### src/rtl/mips_issue_scoreboard.sv
// Register-hazard scoreboard and issue controller between ID and ID/EX.
// Tracks in-flight destination registers, stalls RAW hazards, flushes on taken branch, latches halt.
module mips_issue_scoreboard #(
   parameter int DEPTH       = 3,
   parameter int FLUSH_DEPTH = 2,
   parameter int CNT_W       = 16
) (
   input  logic             clk1,
   input  logic             rst_n,
   input  logic             id_valid,
   input  logic [4:0]       id_rs,
   input  logic [4:0]       id_rt,
   input  logic             id_uses_rs,
   input  logic             id_uses_rt,
   input  logic [4:0]       id_rd,
   input  logic             id_writes,
   input  logic             id_halt,
   input  logic             branch_taken,
   output logic             issue,
   output logic             stall,
   output logic             halted,
   output logic [CNT_W-1:0] stall_cnt
);

   logic [DEPTH-1:0]      v_q, v_d;
   logic [DEPTH-1:0][4:0] rd_q, rd_d;
   logic                  halted_q, halted_d;
   logic [CNT_W-1:0]      cnt_q, cnt_d;
   logic                  rs_hit_s, rt_hit_s;
   logic                  rs_match_s, rt_match_s;

   // Source-versus-in-flight comparison; R0 is never a hazard
   always_comb begin
      rs_hit_s = 1'b0;
      rt_hit_s = 1'b0;
      for (int k = 0; k < DEPTH; k++) begin
         if (v_q[k] && (rd_q[k] == id_rs)) begin
            rs_hit_s = 1'b1;
         end else begin
            rs_hit_s = rs_hit_s;
         end
         if (v_q[k] && (rd_q[k] == id_rt)) begin
            rt_hit_s = 1'b1;
         end else begin
            rt_hit_s = rt_hit_s;
         end
      end
      rs_match_s = id_uses_rs & (id_rs != 5'd0) & rs_hit_s;
      rt_match_s = id_uses_rt & (id_rt != 5'd0) & rt_hit_s;
   end

   // Zero-latency issue decision; a taken branch kills the ID instruction outright
   always_comb begin
      stall = rst_n & id_valid & (rs_match_s | rt_match_s | halted_q) & ~branch_taken;
      issue = rst_n & id_valid & ~stall & ~branch_taken;
   end

   // Next state: shift toward WB, load entry 0, flush the youngest entries on a branch
   always_comb begin
      v_d     = '0;
      rd_d    = '0;
      v_d[0]  = issue & id_writes & (id_rd != 5'd0);
      rd_d[0] = issue ? id_rd : 5'd0;
      for (int k = 1; k < DEPTH; k++) begin
         v_d[k]  = v_q[k-1];
         rd_d[k] = rd_q[k-1];
      end
      if (branch_taken) begin
         for (int k = 0; k < FLUSH_DEPTH; k++) begin
            v_d[k] = 1'b0;
         end
      end else begin
         v_d = v_d;
      end
      halted_d = halted_q | (issue & id_halt);
      if (stall && (cnt_q != {CNT_W{1'b1}})) begin
         cnt_d = cnt_q + {{(CNT_W-1){1'b0}}, 1'b1};
      end else begin
         cnt_d = cnt_q;
      end
   end

   // State registers with synchronous active-low reset
   always_ff @(posedge clk1) begin
      if (!rst_n) begin
         v_q      <= '0;
         rd_q     <= '0;
         halted_q <= 1'b0;
         cnt_q    <= '0;
      end else begin
         v_q      <= v_d;
         rd_q     <= rd_d;
         halted_q <= halted_d;
         cnt_q    <= cnt_d;
      end
   end

   assign halted    = halted_q;
   assign stall_cnt = cnt_q;

endmodule

### config.mk
export PLATFORM = sky130hd
export DESIGN_NAME = mips_issue_scoreboard
export DESIGN_NICKNAME = d
export VERILOG_FILES = /design/src/rtl/mips_issue_scoreboard.sv
export SDC_FILE = /design/constraint.sdc
export NUM_CORES = 1
export LEC_CHECK = 0
export BUFFER_PORTS_ARGS = -buffer_cell sky130_fd_sc_hd__buf_2
export CELL_PAD_IN_SITES_DETAIL_PLACEMENT = 1
export CELL_PAD_IN_SITES_GLOBAL_PLACEMENT = 1
export CORE_MARGIN = 1
export CORE_UTILIZATION = 43
export DETAILED_ROUTE_END_ITERATION = 7
export HOLD_SLACK_MARGIN = 0.15
export PLACE_DENSITY = 0.83
export SKIP_LAST_GASP = 1
export SLEW_MARGIN = 15
export SYNTH_ARGS = -nofsm -noshare
export SYNTH_HDL_FRONTEND = slang
export SYNTH_SLANG_ARGS = --single-unit
export TNS_END_PERCENT = 30
### constraint.sdc
create_clock -name clk1 -period 4.6 [get_ports clk1]
set_input_delay 0.92 -clock clk1 [delete_from_list [all_inputs] [get_ports clk1]]
set_output_delay 0.92 -clock clk1 [all_outputs]
set_load 0.05 [all_outputs]
==> results.toml, run 1 <==
[clock_tree]
hold_buffers = 0
clockBufferDepth = 2
cts_sinks = 35
postCtsSetupRepairBufs = 0
path_clk_slew_ns = 0.07
cts_root_buf = "clkbuf_8"
numCtsBuffers = 5
cts-resized-gates = 0
htreeDepth = 2
clk_latency_ns = 0.29
cts_tree = "done"

[setup_path]
cp_max_fo = 8
worst_setup_path_start_kind = "primary input"
reg2reg_setup_slack_ns = 2.24
worstPathRequired_ns = 3.68
criticalPathCategory = "primary input to output port"
crit_arrival_ns = 2.85
endpoint_kind = "output port"

[final_layout]
drive_gt1_frac = 0.237
n_antenna_cell = 0
nFillCells = 465
nNetsFinal = 259
area_delta_synth_final_pct = 19.4
fin_area_um2 = 2120
final_cells = 284

[die]
initial_core_util = 0.466
core.rowCount = 22
core_um2 = 3800
die_w_um = 66.2
die_h_um = 66.2
die_area_um2 = 4380
pin_count = 42

[routing]
postRouteAntennaNets = 0
drc = 0
dr.pass1.iters = 4
vias = 1588
wire_per_inst_um = 16.4
vias_per_cell = 5.59
drtIter0Drc = 126
drt-total-wl_mm = 4.66

[synth]
synth_edf_count = 0
synth_most_common_cell = "dfxtp_1"
syn_avg_cell_area_um2 = 9.23
syn_inst = 192
yosys.area_share.adder = 0.00706
synth-async-reset-ratio = 0
netlist_top_cells_count = "dfxtp_1, xor2_1, and2_1"
yosysSeqAreaShare = 0.395
synth_top_family_by_area = "simple AND/OR/NAND/NOR gates"
yosys.area_share.xor_xnor = 0.148
ys_seq_elements = 35
yosys_warnings = 0
synth_top_area_frac = 0.395
synth_top_area_cell = "dfxtp_1"
syn_area_um2 = 1770
syn-num-nets = 216
synth_area_leaders = "dfxtp_1, xor2_1, and2_1, or4_1, xnor2_1"
yosys.area_share.simple = 0.253
synthMuxAreaShare = 0.0169
ys_types = 41
synth_compound_area_frac = 0.141
ys.flop_type = "dfxtp_1"

[global_route]
grt_start_max_net_pins = 28
grt_pass1_wl_mm = 7.46
grt_overflow = 0
grtUsageTotal = 0.232
antenna_found_initial = 0
grt_pass1_vias = 1544

[place]
port_buffers = 41
routabilityCongestion = 0.848
dpl_cell_area_um2 = 2000
dp.cells = 276
dp_hpwl_mm = 3.49

[flow_run]
maxCapViolations = 0

[sta]
relSlewSlack = 0.479
finalSetupViolCount = 0
tightest_slew_ns = 0.777
report.final.slew_viol_count = 0
finClkSkew_ns = 0.00525
setup_tns_ns = 0
fmax_mhz = 265
fin_crit_sh = 0.820
finalHoldViolCount = 0
rsz0062_at_grt = "no"
period_needed_ns = 3.77
whs_ns = 0.505

[power]
power_density_nw_per_um2 = 299
ir_drop_v = 0.000159
leakage_nw = 0.866

[hold_path]
hold_class = "flop to flop"

[status]
status = "finished clean"
-- area by class of cell --
type,instances,area [µm²],area share
Clock buffer,5,68.8,0.0325
Inverter,7,26.3,0.0124
Tap cell,48,60.1,0.0284
Sequential cell,35,701,0.331
Multi-Input combinational cell,144,1000,0.474
Timing Repair Buffer,42,213,0.101
Clock inverter,3,43.8,0.0207
-- critical path: stages --
cell and delay (ns):
buf_2 0.13, or4_1 0.56, o21ai_2 0.18, o31a_1 0.18, o21ai_0 0.10, nor3_2 0.42
buf_2 0.35
-- cells by family after synthesis --
family | count (synthesis)
simple gates | 74
compound gates | 36
flops | 35
mux | 3
buf+inv | 13
xor+xnor | 30
fa+ha+maj | 1
-- power breakdown --
| part | switching [mW] | leakage (nW) | total [mW] | internal [mW] |
|---|---|---|---|---|
| registers | 0.00341 | 0.283 | 0.309 | 0.306 |
| clock network | 0.115 | 0.0581 | 0.276 | 0.161 |
| logic | 0.0281 | 0.525 | 0.0484 | 0.0203 |
| total | 0.146 | 0.866 | 0.633 | 0.487 |
-- worst paths after layout --
path,start,endpoint,cells past startpoint
worst max-delay path,id_rt[0],issue,7
worst min-delay path,v_q[0],v_q[1],1
worst max register to register,rd_d[7],stall_cnt[14],8
worst min register to register,v_q[0],v_q[1],1
-- per-stage QoR --
step	util	setup slack (ns)	power, mW
final	0.557	0.828	0.633
after global placement	0.527	0.870	0.363
after CTS	0.557	0.800	0.637
after floorplan	-	1.04	0.342
after detailed placement	0.527	0.821	0.365
after global routing	0.557	0.663	0.660
-- flip-flops by register name (all words and copies together), names as in the netlist --
register	cells
v_q	3
halted	1
stall_cnt	16
rd_q	5
rd_d	10
-- placed cells by master, fill, tap and decap left out, types with 9 or more instances in the layout --
cell / Yosys / final
a21oi_1: 11 / 11
dfxtp_1: 35 / 35
or4_1: 12 / 12
nand2_1: 10 / 10
xnor2_1: 10 / 10
and2_1: 18 / 18
buf_2: 0 / 41
nand3_1: 10 / 10
xor2_1: 20 / 20
o31ai_1: 9 / 9
-- per-layer routing --
metal	GRT usage	up-vias	wire length [µm]
li1	-	789	-
met1	0.305	761	2210
met2	0.381	30	2230
met3	0.0466	8	160
met4	0.0691	0	53
met5	0	-	0
Power figures use the tool's default switching activity.
==> run 2: changes to the inputs <==
--- a/config.mk
+++ b/config.mk
@@ -9,10 +9,10 @@
 export CELL_PAD_IN_SITES_DETAIL_PLACEMENT = 1
 export CELL_PAD_IN_SITES_GLOBAL_PLACEMENT = 1
 export CORE_MARGIN = 1
-export CORE_UTILIZATION = 43
+export CORE_UTILIZATION = 39
 export DETAILED_ROUTE_END_ITERATION = 7
 export HOLD_SLACK_MARGIN = 0.15
-export PLACE_DENSITY = 0.83
+export PLACE_DENSITY = 0.77
 export SKIP_LAST_GASP = 1
 export SLEW_MARGIN = 15
 export SYNTH_ARGS = -nofsm -noshare
==> constraint.sdc (replaced) <==
create_clock -name clk1 -period 3.7 [get_ports clk1]
set_input_delay 0.74 -clock clk1 [delete_from_list [all_inputs] [get_ports clk1]]
set_output_delay 0.74 -clock clk1 [all_outputs]
set_load 0.05 [all_outputs]
==> run 2 against run 1 <==
Against the previous run: register-to-register slack got worse by 0.92 ns; clock skew rose by 0.0055 ns; die area rose by 9.9%; clock power barely moved; largest cell class unchanged.
==> results.toml, run 2 (synthesized netlist as in run 1, its figures left out) <==
[power]
pwr-share-clk = 0.381
ir_drop_v = 0.000211
p_int_mw = 0.537
finalPower_mw = 0.720
leakage_nw = 0.854
comb_power_share = 0.086
switchingPower_mw = 0.183
power_density_nw_per_um2 = 343
pwr-share-seq = 0.533
p_sw_frac = 0.254

[die]
core_um2 = 4350
die_area_um2 = 4820
die_w_um = 69.4
die_h_um = 69.4
initial_core_util = 0.407
core.rowCount = 24
pin_count = 42

[sta]
finalSetupViolCount = 0
report.final.slew_viol_count = 0
period_needed_ns = 3.11
final.setup.worst_slack_ns = 0.593
setup_tns_ns = 0
relSlewSlack = 0.510
finalHoldViolCount = 0
rsz0062_at_grt = "no"
fin_crit_sh = 0.840
finClkSkew_ns = 0.0108
tightest_slew_ns = 0.732
fmax_mhz = 322

[clock_tree]
clockBufferDepth = 2
cts_tree = "done"
numCtsBuffers = 5
cts-resized-gates = 0
hold_buffers = 0
clk_latency_ns = 0.29
path_clk_slew_ns = 0.07
postCtsSetupRepairBufs = 0
cts_root_buf = "clkbuf_8"
htreeDepth = 2
cts_sinks = 35

[final_layout]
mostFrequentLayoutCell = "buf_2"
n_antenna_cell = 0
final_cells = 289
largest_reg_flops = 16
area_delta_synth_final_pct = 18.6
drive_gt1_frac = 0.236
layout_common_cells = "buf_2, dfxtp_1, xor2_1, and2_1, or4_1"
multiInputGateArea_um2 = 1000
ff_latch_area_um2 = 701
nNetsFinal = 260
nFillCells = 539

[global_route]
grt_pass1_wl_mm = 7.41
grt_start_max_net_pins = 28
antenna_found_initial = 0
grtUsageTotal = 0.192
grt_pass1_vias = 1605
grt_overflow = 0

[routing]
vias = 1584
dr.pass1.iters = 4
drt-total-wl_mm = 4.44
postRouteAntennaNets = 0
drtIter0Drc = 82
wire_per_inst_um = 15.3
drc = 0
vias_per_cell = 5.48

[status]
status = "finished clean"

[hold_path]
hold_start = "stall_cnt[11]"
hold_class = "flop to flop"

[setup_path]
reg2reg_setup_slack_ns = 1.32
criticalPathCategory = "primary input to output port"
crit_arrival_ns = 2.37
startpoint = "id_rt[0]"
endpoint_kind = "output port"
cp_max_fo = 4
worstPathRequired_ns = 2.96
worst_setup_path_start_kind = "primary input"
r2r_start = "rd_q[13]"

[flow_run]
maxCapViolations = 0

[place]
preCtsSetupSlack_ns = 0.591
dp.cells = 281
dp_hpwl_mm = 3.31
routabilityCongestion = 0.824
port_buffers = 41
run 2: cell types whose count changed in the layout (fill, tap and decap cells not counted), sizes merged:
cell / before / now
bufinv: 1 / 0
buf: 42 / 43
clkbuf: 5 / 6
clkinv: 2 / 1
clkinvlp: 0 / 1
run 2: layer usage:
layer | GRT usage | part of all wire
met5 | 0 | 0
met4 | 0.0567 | 0.015
met3 | 0.0480 | 0.030
met2 | 0.317 | 0.47
met1 | 0.246 | 0.48
run 2: final cells by class:
cell class | instances | share of cell area
flip-flops and latches | 35 | 0.334
well taps | 52 | 0.0310
repair buffers | 43 | 0.105
multi-input cells | 144 | 0.478
clock inverters | 2 | 0.00596
inverters | 7 | 0.0125
clock buffers | 6 | 0.0345
run 2: power by group through the flow:
stage               sequential [mW]  combinational [mW]  clock (mW)
finish                        0.384              0.0616       0.274
global route                  0.385              0.0671       0.297
CTS                           0.384              0.0617       0.281
detailed placement            0.393              0.0607           0
global placement              0.393              0.0594           0
floorplan                     0.394              0.0318           0
run 2: path summary, 6_finish.rpt:
kind                            cells after the start       endpoint
worst min register to register                      2  stall_cnt[11]
worst max register to register                      8   stall_cnt[8]
worst min-delay path                                2  stall_cnt[11]
worst max-delay path                                7          issue
run 2: through the flow:
step	cell area (µm²)	utilization	hold slack, ns
final	2100	0.482	0.499
after global routing	2100	0.482	0.529
after CTS	2100	0.482	0.502
after detailed placement	2020	0.463	0.491
after global placement	2020	0.463	0.481
after floorplan	1770	-	0.452
run 2: critical path, cell delays in order:
cell and delay, ns:
buf_2 0.13, or4_1 0.55, o21ai_2 0.17, o31a_1 0.17, o21ai_0 0.10, nor3_2 0.20, buf_2 0.29
==> run 3: changes to the inputs <==
--- a/config.mk
+++ b/config.mk
@@ -5,14 +5,15 @@
 export SDC_FILE = /design/constraint.sdc
 export NUM_CORES = 1
 export LEC_CHECK = 0
+export ABC_AREA = 1
 export BUFFER_PORTS_ARGS = -buffer_cell sky130_fd_sc_hd__buf_2
 export CELL_PAD_IN_SITES_DETAIL_PLACEMENT = 1
 export CELL_PAD_IN_SITES_GLOBAL_PLACEMENT = 1
 export CORE_MARGIN = 1
-export CORE_UTILIZATION = 39
+export CORE_UTILIZATION = 35
 export DETAILED_ROUTE_END_ITERATION = 7
 export HOLD_SLACK_MARGIN = 0.15
-export PLACE_DENSITY = 0.77
+export PLACE_DENSITY = 0.75
 export SKIP_LAST_GASP = 1
 export SLEW_MARGIN = 15
 export SYNTH_ARGS = -nofsm -noshare
==> constraint.sdc (replaced) <==
create_clock -name clk1 -period 2.5 [get_ports clk1]
set_input_delay 0.5 -clock clk1 [delete_from_list [all_inputs] [get_ports clk1]]
set_output_delay 0.5 -clock clk1 [all_outputs]
set_load 0.05 [all_outputs]
==> run 3 against run 2 <==
Against the previous run: sequential power up 48%; area after synthesis up 26%; cell count up 63%; wire length up 42%; sequential share of layout area down 6.6 points; critical endpoint unchanged; via count up 41%; global-route usage up 1.6 points; total power up 61%; largest cell class unchanged.
==> results.toml, run 3 <==
[power]
leakage_nw = 1.34
power_density_nw_per_um2 = 443
pwr-share-seq = 0.490
comb_power_share = 0.106
p_sw_frac = 0.264
finalPower_mw = 1.16
ir_drop_v = 0.000292
p_int_mw = 0.855
pwr-share-clk = 0.404
switchingPower_mw = 0.308

[status]
status = "finished clean"

[setup_path]
slowest_stage = "buf_2"
endpoint_kind = "output port"
crit_chain = "buf_2 > inv_1 > nand4_1 > o21ai_0 > inv_1 > nand2_2 > nand4_2 > inv_2 > buf_2"
critPathBufInv = 5
worstPathRequired_ns = 2.00
cp_max_fo = 6
criticalPathCategory = "primary input to output port"
slowest_delay_ns = 0.26
critical_path.top_delay_family = "buffers and inverters"
crit_arrival_ns = 1.81
worst_setup_path_start_kind = "primary input"

[synth]
synth_compound_area_frac = 0.0521
ys_seq_elements = 35
yosys_warnings = 0
netlist_top_cells_count = "nand2_1, inv_1, nor2_1"
ys_types = 31
synthMuxAreaShare = 0
synth_top_area_cell = "dfxtp_1"
syn_inst = 350
yosys.area_share.adder = 0.00560
syn-num-nets = 374
syn_area_um2 = 2230
yosysSeqAreaShare = 0.314
syn_avg_cell_area_um2 = 6.38
synth_top_area_frac = 0.314
synth_most_common_cell = "nand2_1"
synth_edf_count = 0
yosys.area_share.simple = 0.452
yosys.area_share.xor_xnor = 0.0510
synth-async-reset-ratio = 0
synth_area_leaders = "dfxtp_1, nand2_1, inv_1, nor2_1, nand4_1"
ys.flop_type = "dfxtp_1"
synth_top_family_by_area = "simple AND/OR/NAND/NOR gates"

[clock_tree]
cts_root_buf = "clkbuf_8"
cts_tree = "done"
htreeDepth = 2
clockBufferDepth = 2
postCtsSetupRepairBufs = 0
hold_buffers = 0
cts_sinks = 35
clk_latency_ns = 0.28
cts-resized-gates = 0
numCtsBuffers = 5
path_clk_slew_ns = 0.08

[die]
die_h_um = 81.9
die_w_um = 81.9
die_area_um2 = 6710
core_um2 = 6030
initial_core_util = 0.371
pin_count = 42
core.rowCount = 28

[place]
dp_hpwl_mm = 4.90
port_buffers = 41
dp.cells = 464
dpl_cell_area_um2 = 2520
routabilityCongestion = 0.827

[sta]
fin_crit_sh = 0.924
finClkSkew_ns = 0.00971
report.final.slew_viol_count = 0
finalHoldViolCount = 0
setup_tns_ns = 0
relSlewSlack = 0.787
period_needed_ns = 2.31
tightest_slew_ns = 0.318
rsz0062_at_grt = "no"
fmax_mhz = 433
finalSetupViolCount = 0

[global_route]
antenna_found_initial = 0
grtUsageTotal = 0.208
grt_pass1_wl_mm = 10.5
grt_start_max_net_pins = 18
grt_overflow = 0
grt_pass1_vias = 2232

[routing]
vias_per_cell = 4.73
drc = 0
drt-total-wl_mm = 6.28
vias = 2234
wire_per_inst_um = 13.3
postRouteAntennaNets = 0
dr.pass1.iters = 4
drtIter0Drc = 103

[final_layout]
final_cells = 472
drive_gt1_frac = 0.227
n_antenna_cell = 0
nNetsFinal = 420
fin_area_um2 = 2620
area_delta_synth_final_pct = 17.4
largest_reg_flops = 16
mostFrequentLayoutCell = "nand2_1"
layout_common_cells = "nand2_1, inv_1, buf_2, nor2_1, dfxtp_1"

[hold_path]
hold_class = "primary input to flop"

[flow_run]
maxCapViolations = 0
-- run 3: metal layers --
layer / track usage / part of all wire
met1: 0.280 / 0.51
met2: 0.345 / 0.45
met3: 0.0367 / 0.033
met4: 0.0368 / 0.0030
met5: 0 / 0
-- run 3: worst register-to-register path: stages (launching register included) --
cell,delay [ns]
dfxtp_1,0.45
inv_1,0.08
nand2_1,0.06
nand2_1,0.05
nor2_1,0.13
nand3_1,0.10
nand3_2,0.10
nand2_4,0.07
nand3_4,0.08
buf_4,0.23
nand3_4,0.25
nor2_2,0.16
nor2_1,0.05
-- run 3: kinds of logic (layout without fill, tap and decap cells) --
| logic type | count (synthesis) | in the layout |
|---|---|---|
| AOI/OAI and AO/OA | 21 | 21 |
| xor gates and xnor gates | 13 | 13 |
| adders and majority gates | 1 | 1 |
| buffers and inverters | 69 | 116 |
| DFF | 35 | 35 |
| and+or+nand+nor | 211 | 211 |
-- run 3: path summary, 6_finish.rpt --
kind                        to  cells past startpoint  slack (ns)  startpoint
setup / recovery         issue                      9        0.19    id_rt[1]
hold / removal         rd_d[5]                      3        0.44    id_rd[0]
setup reg to reg  stall_cnt[0]                     12        0.60    rd_d[12]
hold reg to reg       rd_q[11]                      2        0.48    rd_d[11]
-- run 3: final cells by class --
type | instances | area (µm²)
well taps | 75 | 93.8
fillers | 840 | 3400
inverters | 63 | 236
flip-flops and latches | 35 | 701
clock buffers | 7 | 96.3
clock inverters | 1 | 7.51
multi-input cells | 246 | 1250
repair buffers | 45 | 235
-- run 3: per-stage QoR --
step / worst slack (ns) / hold WS, ns / util
after detailed placement: 0.198 / 0.465 / 0.418
after floorplan: 0.449 / 0.422 / -
final: 0.189 / 0.444 / 0.435
after CTS: 0.179 / 0.435 / 0.435
after global placement: 0.172 / 0.459 / 0.418
after global routing: 0.0356 / 0.443 / 0.435
-- run 3: power groups by stage --
stage          logic [mW]  clock network (mW)  registers (mW)
6_report            0.123               0.470           0.570
3_5_place_dp        0.123                   0           0.583
2_1_floorplan      0.0708                   0           0.583
3_3_place_gp        0.120                   0           0.583
4_1_cts             0.123               0.490           0.570
5_1_grt             0.138               0.512           0.571
